### config.mk
export PLATFORM = sky130hd
export DESIGN_NAME = reg_bank
export DESIGN_NICKNAME = d
export VERILOG_FILES = /design/src/rtl/reg_bank_pkg.sv /design/src/rtl/reg_bank_rd_port.sv /design/src/rtl/reg_bank.sv
export SDC_FILE = /design/constraint.sdc
export NUM_CORES = 1
export LEC_CHECK = 0
export ABC_AREA = 1
export CAP_MARGIN = 20
export CORE_UTILIZATION = 36
export CTS_CLUSTER_DIAMETER = 40
export CTS_CLUSTER_SIZE = 25
export DETAILED_ROUTE_END_ITERATION = 16
export PLACE_DENSITY_LB_ADDON = 0.15
export SETUP_SLACK_MARGIN = 0.02
export SLEW_MARGIN = 10
export SYNTH_ARGS = -nofsm -noshare
export SYNTH_HDL_FRONTEND = slang
export SYNTH_SLANG_ARGS = --single-unit
### constraint.sdc
create_clock -name clk -period 2.4 [get_ports clk]
set_input_delay 0.36 -clock clk [delete_from_list [all_inputs] [get_ports clk]]
set_output_delay 0.36 -clock clk [all_outputs]
set_load 0.005 [all_outputs]
### src/rtl/reg_bank_pkg.sv
// rtl/reg_bank_pkg.sv - shared FSM state type and byte-merge helper for reg_bank
package reg_bank_pkg;

   typedef enum logic {
      IDLE,
      CLEAR
   } state_t;

   // One byte lane of a masked write: the new byte where enabled, the old byte otherwise.
   function automatic logic [7:0] merge_byte(input logic [7:0] old_b,
                                             input logic [7:0] new_b,
                                             input logic       en);
      return en ? new_b : old_b;
   endfunction

endpackage

### src/rtl/reg_bank_rd_port.sv
// rtl/reg_bank_rd_port.sv - one registered read port; REG_BANK_BYPASS_EN adds write-to-read forwarding
module reg_bank_rd_port #(
   parameter int WIDTH = 16,
   parameter int DEPTH = 32,
   parameter int AW    = $clog2(DEPTH)
) (
   input  logic                        clk,
   input  logic                        reset,
   input  logic                        i_en,
   input  logic [AW-1:0]               i_addr,
   input  logic [DEPTH-1:0][WIDTH-1:0] i_mem,
   input  logic                        i_w_acc,
   input  logic [AW-1:0]               i_w_addr,
   input  logic [WIDTH-1:0]            i_w_value,
   input  logic [WIDTH/8-1:0]          i_w_be,
   output logic [WIDTH-1:0]            o_value,
   output logic                        o_valid
);
   import reg_bank_pkg::*;

   localparam logic [AW:0] LP_DEPTH = (AW+1)'(DEPTH);

   logic             w_in_range;
   logic [WIDTH-1:0] w_stored;
   logic [WIDTH-1:0] w_data;

   // Addresses past the last register read as zero rather than aliasing.
   assign w_in_range = ({1'b0, i_addr} < LP_DEPTH);
   assign w_stored   = w_in_range ? i_mem[i_addr] : '0;

`ifdef REG_BANK_BYPASS_EN
   logic             w_hit;
   logic [WIDTH-1:0] w_merged;

   // An accepted write to the same address this cycle is forwarded with its byte mask applied.
   assign w_hit = i_w_acc && (i_w_addr == i_addr);
   for (genvar b = 0; b < WIDTH/8; b++) begin : g_merge
      assign w_merged[8*b +: 8] = merge_byte(w_stored[8*b +: 8], i_w_value[8*b +: 8], i_w_be[b]);
   end
   assign w_data = w_hit ? w_merged : w_stored;
`else
   logic w_unused;

   // Without forwarding a colliding read returns the pre-write contents.
   assign w_unused = ^{i_w_acc, i_w_addr, i_w_value, i_w_be};
   assign w_data   = w_stored;
`endif

   // Output register: valid for one cycle per request, data held between requests.
   always_ff @(posedge clk) begin
      if (reset) begin
         o_value <= '0;
         o_valid <= 1'b0;
      end else begin
         o_valid <= i_en;
         if (i_en) begin
            o_value <= w_data;
         end
      end
   end

endmodule

### src/rtl/reg_bank.sv
// rtl/reg_bank.sv - multi-port register bank with ID register, byte writes and bulk clear (option: REG_BANK_BYPASS_EN)
module reg_bank #(
   parameter int               WIDTH    = 16,
   parameter int               DEPTH    = 32,
   parameter int               NRD      = 2,
   parameter logic [WIDTH-1:0] ID_VALUE = 'hb00,
   localparam int              AW       = $clog2(DEPTH)
) (
   input  logic                          clk,
   input  logic                          reset,
   input  logic                          i_w_en,
   input  logic [AW-1:0]                 i_w_addr,
   input  logic [WIDTH-1:0]              i_w_value,
   input  logic [WIDTH/8-1:0]            i_w_be,
   input  logic [NRD-1:0]                i_r_en,
   input  logic [NRD-1:0][AW-1:0]        i_r_addr,
   output logic [NRD-1:0][WIDTH-1:0]     o_r_value,
   output logic [NRD-1:0]                o_r_valid,
   input  logic                          i_clr,
   output logic                          o_busy,
   output logic                          o_w_err
);
   import reg_bank_pkg::*;

   localparam logic [AW:0]   LP_DEPTH = (AW+1)'(DEPTH);
   localparam logic [AW-1:0] LP_LAST  = AW'(DEPTH-1);

   state_t                      r_state;
   state_t                      w_next_state;
   logic [AW-1:0]               r_clr_addr;
   logic [WIDTH-1:0]            r_mem [DEPTH];
   logic [DEPTH-1:0][WIDTH-1:0] w_mem;
   logic [WIDTH-1:0]            w_merged;
   logic                        w_acc;
   logic                        w_rej;
   logic                        r_w_err;

   // Writes are refused while clearing, on the cycle that starts a clear, to the ID register and past the end.
   assign w_acc = i_w_en && (r_state == IDLE) && !i_clr
                  && (i_w_addr != '0) && ({1'b0, i_w_addr} < LP_DEPTH);
   assign w_rej = i_w_en && !w_acc;

   for (genvar b = 0; b < WIDTH/8; b++) begin : g_wmerge
      assign w_merged[8*b +: 8] = merge_byte(r_mem[i_w_addr][8*b +: 8], i_w_value[8*b +: 8], i_w_be[b]);
   end

   // Read-side view: register 0 is the constant ID, the rest come from storage.
   for (genvar i = 0; i < DEPTH; i++) begin : g_view
      if (i == 0) begin : g_id
         assign w_mem[i] = ID_VALUE;
      end else begin : g_reg
         assign w_mem[i] = r_mem[i];
      end
   end

   // State register and clear address; the address is preloaded to 1 while idle.
   always_ff @(posedge clk) begin
      if (reset) begin
         r_state    <= IDLE;
         r_clr_addr <= AW'(1);
      end else begin
         r_state    <= w_next_state;
         r_clr_addr <= (r_state == IDLE) ? AW'(1) : r_clr_addr + AW'(1);
      end
   end

   // Next-state: start on i_clr, stay until the last register has been zeroed.
   always_comb begin
      w_next_state = r_state;
      case (r_state)
         IDLE:    if (i_clr) w_next_state = CLEAR;
         CLEAR:   if (r_clr_addr == LP_LAST) w_next_state = IDLE;
         default: w_next_state = IDLE;
      endcase
   end

   // Storage: masked writes in IDLE, one register zeroed per cycle in CLEAR.
   always_ff @(posedge clk) begin
      if (reset) begin
         for (int i = 0; i < DEPTH; i++) begin
            r_mem[i] <= '0;
         end
      end else if (w_acc) begin
         r_mem[i_w_addr] <= w_merged;
      end else if (r_state == CLEAR) begin
         r_mem[r_clr_addr] <= '0;
      end
   end

   // Rejected-write flag, a one-cycle pulse after the offending request.
   always_ff @(posedge clk) begin
      if (reset) begin
         r_w_err <= 1'b0;
      end else begin
         r_w_err <= w_rej;
      end
   end

   assign o_w_err = r_w_err;
   assign o_busy  = (r_state == CLEAR);

   for (genvar p = 0; p < NRD; p++) begin : g_rd
      reg_bank_rd_port #(
         .WIDTH (WIDTH),
         .DEPTH (DEPTH),
         .AW    (AW)
      ) u_rd_port (
         .clk       (clk),
         .reset     (reset),
         .i_en      (i_r_en[p]),
         .i_addr    (i_r_addr[p]),
         .i_mem     (w_mem),
         .i_w_acc   (w_acc),
         .i_w_addr  (i_w_addr),
         .i_w_value (i_w_value),
         .i_w_be    (i_w_be),
         .o_value   (o_r_value[p]),
         .o_valid   (o_r_valid[p])
      );
   end

endmodule

==> impl_metrics.json, run 1 <==
{
  "run_status": "finished clean",
  "holdPathEnd": "r_clr_addr[4]",
  "drcViolationCount": 0,
  "synth_cell_types": 22,
  "critPathSlowestCell": "dfxtp_2",
  "hold_ws_ns": 0.188,
  "cp_top_family": "simple AND/OR/NAND/NOR gates",
  "drv_slew": 0,
  "p_total_mw": 28.3,
  "drt_wl_total_um": 115000,
  "synthMuxAreaShare": 0,
  "synthCells": 3957,
  "firstDrtPassIters": 7,
  "rrSetupSlack_ns": 0.04,
  "grt_usage": 0.276,
  "ys_ff_latch": 537,
  "num_rows": 105,
  "synthArstFlopShare": 0,
  "clock_skew_ns": 0.0291,
  "crit_top_cell": "nand2_1",
  "path_cells": "nand2_4 > buf_4 > inv_2 > buf_4 > or2_1 > o21ai_2 > nand2_1 > buf_12 > nor2_1 > nand2_1 > nand2_1 > buf_12",
  "cp.required_ns": 2.76,
  "setup_viol": 0,
  "synth_xor_area_frac": 0,
  "syn_area_per_cell_um2": 7.52,
  "die-width_um": 290,
  "yosys.area_share.simple": 0.367,
  "synth-edff-count": 496,
  "nNetsFinal": 4147,
  "worst_pin_slew_ns": 0.806,
  "ant_nets": 0,
  "synth_compound_gate_area_share": 0.0239,
  "path_max_fanout": 8,
  "fin_cells": 5255,
  "hold_start": "reset",
  "worstReg2RegStart": "o_busy",
  "drive_above_1_share": 0.112,
  "max-slew-margin-rel": 0.462,
  "yosys.area.top_type": "edfxtp_1",
  "syn2layout_area_growth_pct": 25.1,
  "syn_nets": 3998,
  "dp_cells": 5081,
  "drv_cap": 0,
  "endpoint_kind": "register",
  "max_stage_delay_ns": 0.33,
  "die_area_um2": 83800,
  "core_um2": 82000,
  "ys.flop_type": "edfxtp_1",
  "ys_warn_count": 0,
  "setup_tns_ns": 0,
  "cts_setup_buffers": 0,
  "wire_per_inst_um": 21.9,
  "critPathBufInv": 5,
  "critical_path_class": "reg -> reg",
  "start_util": 0.363,
  "io-pin-count": 75,
  "diodes": 0,
  "r2r_end": "r_mem[1][15]",
  "seq_area_frac_synth": 0.528,
  "yosysMostFrequentCell": "nand2_1",
  "fin_crit_sh": 0.985,
  "cts_inserted_buffers": 93,
  "clock-sinks": 537,
  "vias": 27600,
  "cts_buffer_depth": 3,
  "port_buffers": 74,
  "synth_adder_area_share": 0.000841,
  "fmax_mhz": 423,
  "start_kind": "register",
  "via_per_inst": 5.25,
  "leakage_nw": 16.2,
  "final_util": 0.454,
  "hold_violations": 0,
  "grt_overflow": 0,
  "reg2reg_depth": 12,
  "clk_latency_ns": 0.66,
  "dp_hpwl_um": 76500,
  "first_iter_violations": 3281,
  "synthTopCellsByCount": "nand2_1, nand3_1, nor2_1",
  "cts_root_buf": "clkbuf_16",
  "hp-class": "in -> reg",
  "synth_top_area_frac": 0.500,
  "gp_congestion": 0.938,
  "grt_pass1_vias": 26000,
  "cts_tree": "built",
  "clkTransAtPathRegs_ns": 0.05,
  "min_period_ns": 2.36,
  "syn_area_um2": 29800,
  "htree_levels": 3,
  "p_per_area_nw_per_um2": 760,
  "ir_worst_vdd_v": 0.000458,
  "fp.dieH_um": 290,
  "grt_max_degree": 94,
  "synth_top_family_by_area": "simple AND/OR/NAND/NOR gates",
  "grt_first_pass_wirelength_um": 170000,
  "yosys-top-cells-area": "edfxtp_1, nand2_1, nand3_1, nor2_1, inv_1",
  "arrival_ns": 2.73,
  "grt_setup_unrepaired": "true",
  "hold_depth": 5,
  "antenna_found_initial": 2
}
-- placed cells by master, fill, tap and decap left out, drive strengths merged --
cell type and instances:
o21ai 11, nand2 1248, nor3 1, nand3 739, clkinvlp 11, clkdlybuf4s50 67, edfxtp 496, inv 369
dfxtp 41, clkinv 28, nor2 669, ha 2, a21oi 129, bufinv 12, a211oi 1, or2 1
buf 260, clkbuf 100
-- flip-flops by register name (all words and copies together) (netlist names) --
register	count
r_mem	496
o_w_err	1
g_rd.u_rd_port.o_value	32
o_busy	1
r_clr_addr	5
g_rd.u_rd_port.o_valid	2
-- power breakdown --
group          internal (mW)  switching (mW)  leakage, nW
Sequential              10.6           0.183         5.51
Clock                   8.73            5.22         1.59
Combinational           1.17            2.43         9.12
-- metrics by stage --
step | instance area, µm² | setup WS [ns]
detailed placement | 33800 | -0.455
global route | 37200 | -0.0339
floorplan | 29800 | 0.466
CTS | 37200 | 0.0322
finish | 37200 | 0.0361
global placement | 33800 | -0.484
-- cell type report --
type	count	area (µm²)
clock inverters	75	915
repair buffers	328	3800
well taps	1070	1340
flip-flops and latches	537	15700
inverters	345	1310
multi-input cells	2801	11800
clock buffers	99	2390
fillers	8100	44700
-- worst min-delay path, delay by kind of cell --
kind          cells  cell delay [ns]
buf+inv           3             0.32
simple gates      2             0.11
-- logic make-up after synthesis --
kind of cell	Yosys count
simple gates	2658
fa+ha+maj	2
flops	537
compound gates	141
buf+inv	619
-- layer usage --
metal | vias to the layer above | GRT usage | share of wire
met4 | 2 | 0.117 | 0.040
li1 | 13100 | - | -
met3 | 232 | 0.0407 | 0.081
met2 | 1323 | 0.432 | 0.45
met1 | 13000 | 0.382 | 0.43
met5 | - | 0 | 0.000061
-- timing repair --
action                     4_1_cts  5_1_grt
resized for setup                7       30
setup endpoints to repair      168      409
hold buffers                     0        0
-- worst max path at each step --
stage,from,end,slack [ns],cells after the start
floorplan,reset,r_mem[16][0],0.47,7
global placement,i_w_addr[3],r_mem[22][0],-0.48,10
detailed placement,i_w_addr[3],r_mem[22][0],-0.45,10
CTS,o_busy,r_mem[27][13],0.03,13
global route,o_busy,r_mem[1][15],-0.03,12
finish,o_busy,r_mem[1][15],0.04,12
(Power assumes the default switching activity.)
==> run 2, diff against run 1 <==
CTS_CLUSTER_SIZE = not set   (was 25)
==> run 2 against run 1 <==
Wire length down 0.25%; sequential cell count unchanged; clock power about the same; largest power group unchanged; highest routed layer unchanged.
==> impl_metrics.json, run 2 (synthesis gave the netlist of run 1 again) <==
{
  "run_status": "finished clean",
  "path_cells": "nand2_4 > buf_4 > inv_2 > nand2_1 > nand2_2 > inv_1 > nor2_2 > nand2_1 > nor2_2 > buf_4 > nand2_2 > nand2_1 > buf_4",
  "critPathBufInv": 5,
  "cp_top_family": "simple AND/OR/NAND/NOR gates",
  "min_period_ns": 2.30,
  "reg2reg_depth": 13,
  "port_buffers": 74,
  "drcViolationCount": 0,
  "largest_reg_flops": 496,
  "final_common_cell": "nand2_1",
  "setup_viol": 0,
  "cts_root_buf": "clkbuf_16",
  "cts_buffer_depth": 3,
  "grt_first_pass_wirelength_um": 170000,
  "hold_depth": 5,
  "endpoint_kind": "register",
  "drt_wl_total_um": 115000,
  "layout_common_cells": "nand2_1, nand3_1, nor2_1",
  "max_stage_delay_ns": 0.35,
  "top_register": "r_mem",
  "worstReg2RegStart": "o_busy",
  "hold_violations": 0,
  "core_um2": 82000,
  "die-width_um": 290,
  "cp.required_ns": 2.75,
  "grt_overflow": 0,
  "clock_skew_ns": 0.0288,
  "via_per_inst": 5.24,
  "ant_nets": 0,
  "hold_start": "reset",
  "clock-sinks": 537,
  "rrSetupSlack_ns": 0.1,
  "drv_slew": 0,
  "ir_worst_vdd_v": 0.000457,
  "fillCellCount": 8111,
  "fin_crit_sh": 0.959,
  "vias": 27500,
  "antenna_found_initial": 2,
  "max-slew-margin-rel": 0.484,
  "cts_setup_buffers": 0,
  "r2r_end": "r_mem[27][13]",
  "cts_inserted_buffers": 94,
  "cts_tree": "built",
  "hp-class": "in -> reg",
  "firstDrtPassIters": 7,
  "holdPathEnd": "r_clr_addr[4]",
  "reg_top3": "r_mem: 496 flops, g_rd.u_rd_port.o_value: 32 flops, r_clr_addr: 5 flops",
  "io-pin-count": 75,
  "clkTransAtPathRegs_ns": 0.05,
  "clk_latency_ns": 0.66,
  "arrival_ns": 2.65,
  "critPathSlowestCell": "dfxtp_2",
  "dp_slack_ns": -0.455,
  "grt_pass1_vias": 26000,
  "dpl_cell_area_um2": 33800,
  "first_iter_violations": 3326,
  "fin_ws_ns": 0.0994,
  "diodes": 0,
  "leakage_nw": 16.2,
  "worstSetupPathDepth": 13,
  "num_rows": 105,
  "gp_congestion": 0.938,
  "wire_per_inst_um": 21.8,
  "path_max_fanout": 8,
  "nNetsFinal": 4148,
  "grt_setup_unrepaired": "true",
  "die_area_um2": 83800,
  "fp.dieH_um": 290,
  "syn2layout_area_growth_pct": 24.9,
  "p_per_area_nw_per_um2": 753,
  "grt_max_degree": 94,
  "critical_path_class": "reg -> reg",
  "drv_cap": 0,
  "worst_pin_slew_ns": 0.773,
  "grt_usage": 0.276,
  "final_cell_area_um2": 37200,
  "htree_levels": 3,
  "fmax_mhz": 435,
  "start_util": 0.363,
  "dp_hpwl_um": 76500,
  "drive_above_1_share": 0.114,
  "start_kind": "register"
}
## run 2: cell count changes in the layout (fill, tap and decap cells not counted), moves of 2 or more
| cell | change |
|---|---|
| clkinv_8 | -5 |
| clkinvlp_4 | +2 |
| clkinv_4 | +3 |
| nor2_1 | -3 |
| bufinv_16 | -3 |
| nor2_2 | +3 |
| nand2_2 | +8 |
| nand2_1 | -7 |
| inv_8 | +2 |
## run 2: worst max-delay path by stage
stage                      startpoint  slack (ns)       endpoint
final                          o_busy         0.1  r_mem[27][13]
after global routing           o_busy      -0.007  r_mem[27][13]
after CTS                      o_busy        0.02   r_mem[20][2]
after detailed placement  i_w_addr[3]       -0.45   r_mem[22][0]
after global placement    i_w_addr[3]       -0.48   r_mem[22][0]
after floorplan                 reset        0.47   r_mem[16][0]
## run 2: layout make-up
class	count	area, µm²	share of cell area
sequential	537	15700	0.423
tap	1070	1340	0.0360
inverter	345	1310	0.0352
timing repair buffer	328	3800	0.102
clock buffer	101	2420	0.0651
multi-input combinational	2801	11800	0.317
clock inverter	74	807	0.0217
## run 2: per-stage QoR
stage	std cells	utilization	setup TNS (ns)	hold WS, ns	power [mW]
detailed placement	5081	0.413	-226.03	0.422	14.4
floorplan	3957	-	0	0.399	12.7
global route	5256	0.454	-0.0408	0.194	28.8
global placement	5081	0.413	-240.96	0.421	14.4
finish	5256	0.454	0	0.180	28.0
CTS	5256	0.452	0	0.163	28.1
## run 2: report_power, final
group          total (mW)  switching [mW]  internal [mW]
logic                3.59            2.42           1.17
clock network        13.7            5.20           8.46
registers            10.7           0.183           10.6
## run 2: per-layer routing
layer  routed length (µm)  share of wire  up-vias  GRT usage
met2                51500           0.45     1309      0.433
met5                    7       0.000061        -          0
met3                 9420          0.082      238     0.0431
li1                     -              -    13100          -
met1                49300           0.43    12900      0.381
met4                 4480          0.039        2      0.115
## run 2: repair_timing
action / CTS / global route
setup endpoints to repair: 152 / 430
hold buffers: 0 / 0
gates resized for setup: 6 / 40
## run 2: worst register-to-register path: cells and delay by family (launching register included)
| kind | cells | cell delay [ns] |
|---|---|---|
| flip-flops | 1 | 0.35 |
| buffers and inverters | 5 | 0.63 |
| AND/OR/NAND/NOR | 8 | 1.00 |
==> run 3, diff against run 2 <==
ABC_CLOCK_PERIOD_IN_PS = 2400   (was not set)
DONT_BUFFER_PORTS = 1   (was not set)
HOLD_SLACK_MARGIN = 0.05   (was not set)
==> run 3 against run 2 <==
The run now ends with negative setup slack left; clock skew barely moved; first-iteration DRC count fell by 11%; final cell count shrank 1.2%; sequential cell count is the same; critical endpoint is now g_rd[0].u_rd_port.o_value[11]; critical path depth shrank 2; setup slack worse by 0.10 ns; highest routed layer unchanged; register-to-register slack worse by 0.06 ns.
==> impl_metrics.json, run 3 (synthesis gave the netlist of run 1 again) <==
{
  "run_status": "finished with violations",
  "violations": "negative setup slack",
  "cts_root_buf": "clkbuf_16",
  "clk_latency_ns": 0.65,
  "worstSetupEndpoint": "g_rd[0].u_rd_port.o_value[11]",
  "drt_wl_total_um": 115000,
  "p_int_mw": 20.9,
  "cp.required_ns": 2.99,
  "cts_buffer_depth": 3,
  "p_total_mw": 28.3,
  "crit_top_cell": "nand3_1",
  "rrSetupSlack_ns": 0.04,
  "final_common_cell": "nand2_1",
  "critPathSlowestCell": "dlygate4sd3_1",
  "fillCellCount": 8257,
  "grt_overflow": 0,
  "worstReg2RegStart": "o_busy",
  "ir_worst_vdd_v": 0.000500,
  "start_kind": "input port",
  "cts_inserted_buffers": 100,
  "final_cell_area_um2": 36400,
  "r2r_end": "r_mem[15][1]",
  "layout_common_cells": "nand2_1, nand3_1, nor2_1",
  "p_sw_mw": 7.41,
  "largest_reg_flops": 496,
  "start_util": 0.363,
  "dp_slack_ns": -0.0545,
  "hp-class": "in -> reg",
  "cts_tree": "built",
  "fin_cells": 5191,
  "clock_skew_ns": 0.0285,
  "seqPwrFrac": 0.381,
  "top_usage_layer": "met2",
  "clockPowerShare": 0.513,
  "leakage_nw": 15.8,
  "reg2reg_depth": 10,
  "reg_top3": "r_mem: 496 flops, g_rd.u_rd_port.o_value: 32 flops, r_clr_addr: 5 flops",
  "fp.dieH_um": 290,
  "io-pin-count": 75,
  "dp_hpwl_um": 72200,
  "final_util": 0.444,
  "setup_viol": 1,
  "grt_pass1_vias": 26100,
  "clkTransAtPathRegs_ns": 0.05,
  "vias": 27500,
  "grt_max_degree": 239,
  "cts_setup_buffers": 0,
  "gp_congestion": 0.930,
  "critical_path_class": "in -> reg",
  "top_register": "r_mem",
  "min_period_ns": 2.40,
  "die-width_um": 290,
  "die_area_um2": 83800,
  "swShare": 0.262,
  "drive_above_1_share": 0.0952,
  "fin_crit_sh": 1.00,
  "hold_violations": 0,
  "path_max_fanout": 131,
  "hold_ws_ns": 0.137,
  "via_per_inst": 5.30,
  "use_met3": 0.0577,
  "endpoint_kind": "register",
  "drcViolationCount": 0,
  "path_cells": "inv_4 > buf_12 > nand3_1 > nand2_1 > nand2_1 > nand3_1 > nand3_1 > nand3_1 > nand2_1 > dlygate4sd3_1 > inv_1",
  "core_um2": 82000,
  "worstSetupStartpoint": "i_r_addr[1]",
  "worst_pin_slew_ns": 0.716,
  "met2_usage": 0.427,
  "antenna_found_initial": 6,
  "dp_cells": 4951,
  "fmax_mhz": 416,
  "htree_levels": 3,
  "max_stage_delay_ns": 0.56,
  "syn2layout_area_growth_pct": 22.4,
  "ant_nets": 0,
  "port_buffers": 0,
  "clock-sinks": 537,
  "fin_ws_ns": -0.00270,
  "drv_cap": 0,
  "setup_tns_ns": -0.00270,
  "grt_first_pass_wirelength_um": 170000,
  "arrival_ns": 3.00,
  "nNetsFinal": 4077,
  "dpl_cell_area_um2": 32400,
  "grt_setup_unrepaired": "true",
  "p_per_area_nw_per_um2": 776,
  "first_iter_violations": 2957,
  "firstDrtPassIters": 6,
  "grt_util_met1": 0.366,
  "num_rows": 105,
  "max-slew-margin-rel": 0.523,
  "drv_slew": 0,
  "comb_power_share": 0.106,
  "wire_per_inst_um": 22.1,
  "grt_usage": 0.275
}
-- run 3: how the worst min path moves through the flow --
| stage | start | endpoint | slack, ns | depth (start not counted) |
|---|---|---|---|---|
| floorplan | r_clr_addr[0] | r_clr_addr[0] | 0.40 | 1 |
| global route | i_r_addr[9] | g_rd[1].u_rd_port.o_value[3] | 0.11 | 5 |
| detailed placement | r_clr_addr[0] | r_clr_addr[0] | 0.43 | 1 |
| CTS | i_r_en[1] | g_rd[1].u_rd_port.o_value[14] | 0.05 | 3 |
| finish | i_r_en[1] | g_rd[1].u_rd_port.o_value[14] | 0.14 | 3 |
| global placement | r_clr_addr[0] | r_clr_addr[0] | 0.42 | 1 |
-- run 3: metal layers --
metal | vias to the layer above | part of all wire
li1 | 12900 | -
met3 | 264 | 0.089
met4 | 6 | 0.049
met5 | - | 0.00025
met2 | 1294 | 0.44
met1 | 13000 | 0.42
-- run 3: timing repair --
action | in CTS | in global routing
hold buffers | 52 | 0
setup endpoints to repair | 16 | 234
hold endpoints to repair | 37 | 0
cloned | 0 | 0
resized for setup | 0 | 10
-- run 3: worst max-delay path, delay by kind of cell --
| family | cells | cell delay, ns |
|---|---|---|
| AND/OR/NAND/NOR | 7 | 1.02 |
| buffers and inverters | 4 | 1.31 |
-- run 3: power groups by stage --
stage | registers, mW | clock network (mW) | logic, mW
6_report | 10.8 | 14.5 | 3.01
5_1_grt | 10.8 | 15.1 | 3.24
4_1_cts | 10.8 | 14.7 | 2.97
3_5_place_dp | 10.9 | 0 | 2.86
3_3_place_gp | 10.9 | 0 | 2.86
2_1_floorplan | 10.9 | 0 | 1.81
-- run 3: area by class of cell --
cell class | instances | area (µm²) | share of cell area
repair buffers | 251 | 2910 | 0.0799
multi-input cells | 2801 | 11700 | 0.321
inverters | 345 | 1310 | 0.0359
diodes | 2 | 5.00 | 0.000137
flip-flops and latches | 537 | 15700 | 0.431
clock buffers | 112 | 2610 | 0.0717
well taps | 1070 | 1340 | 0.0367
clock inverters | 73 | 845 | 0.0232
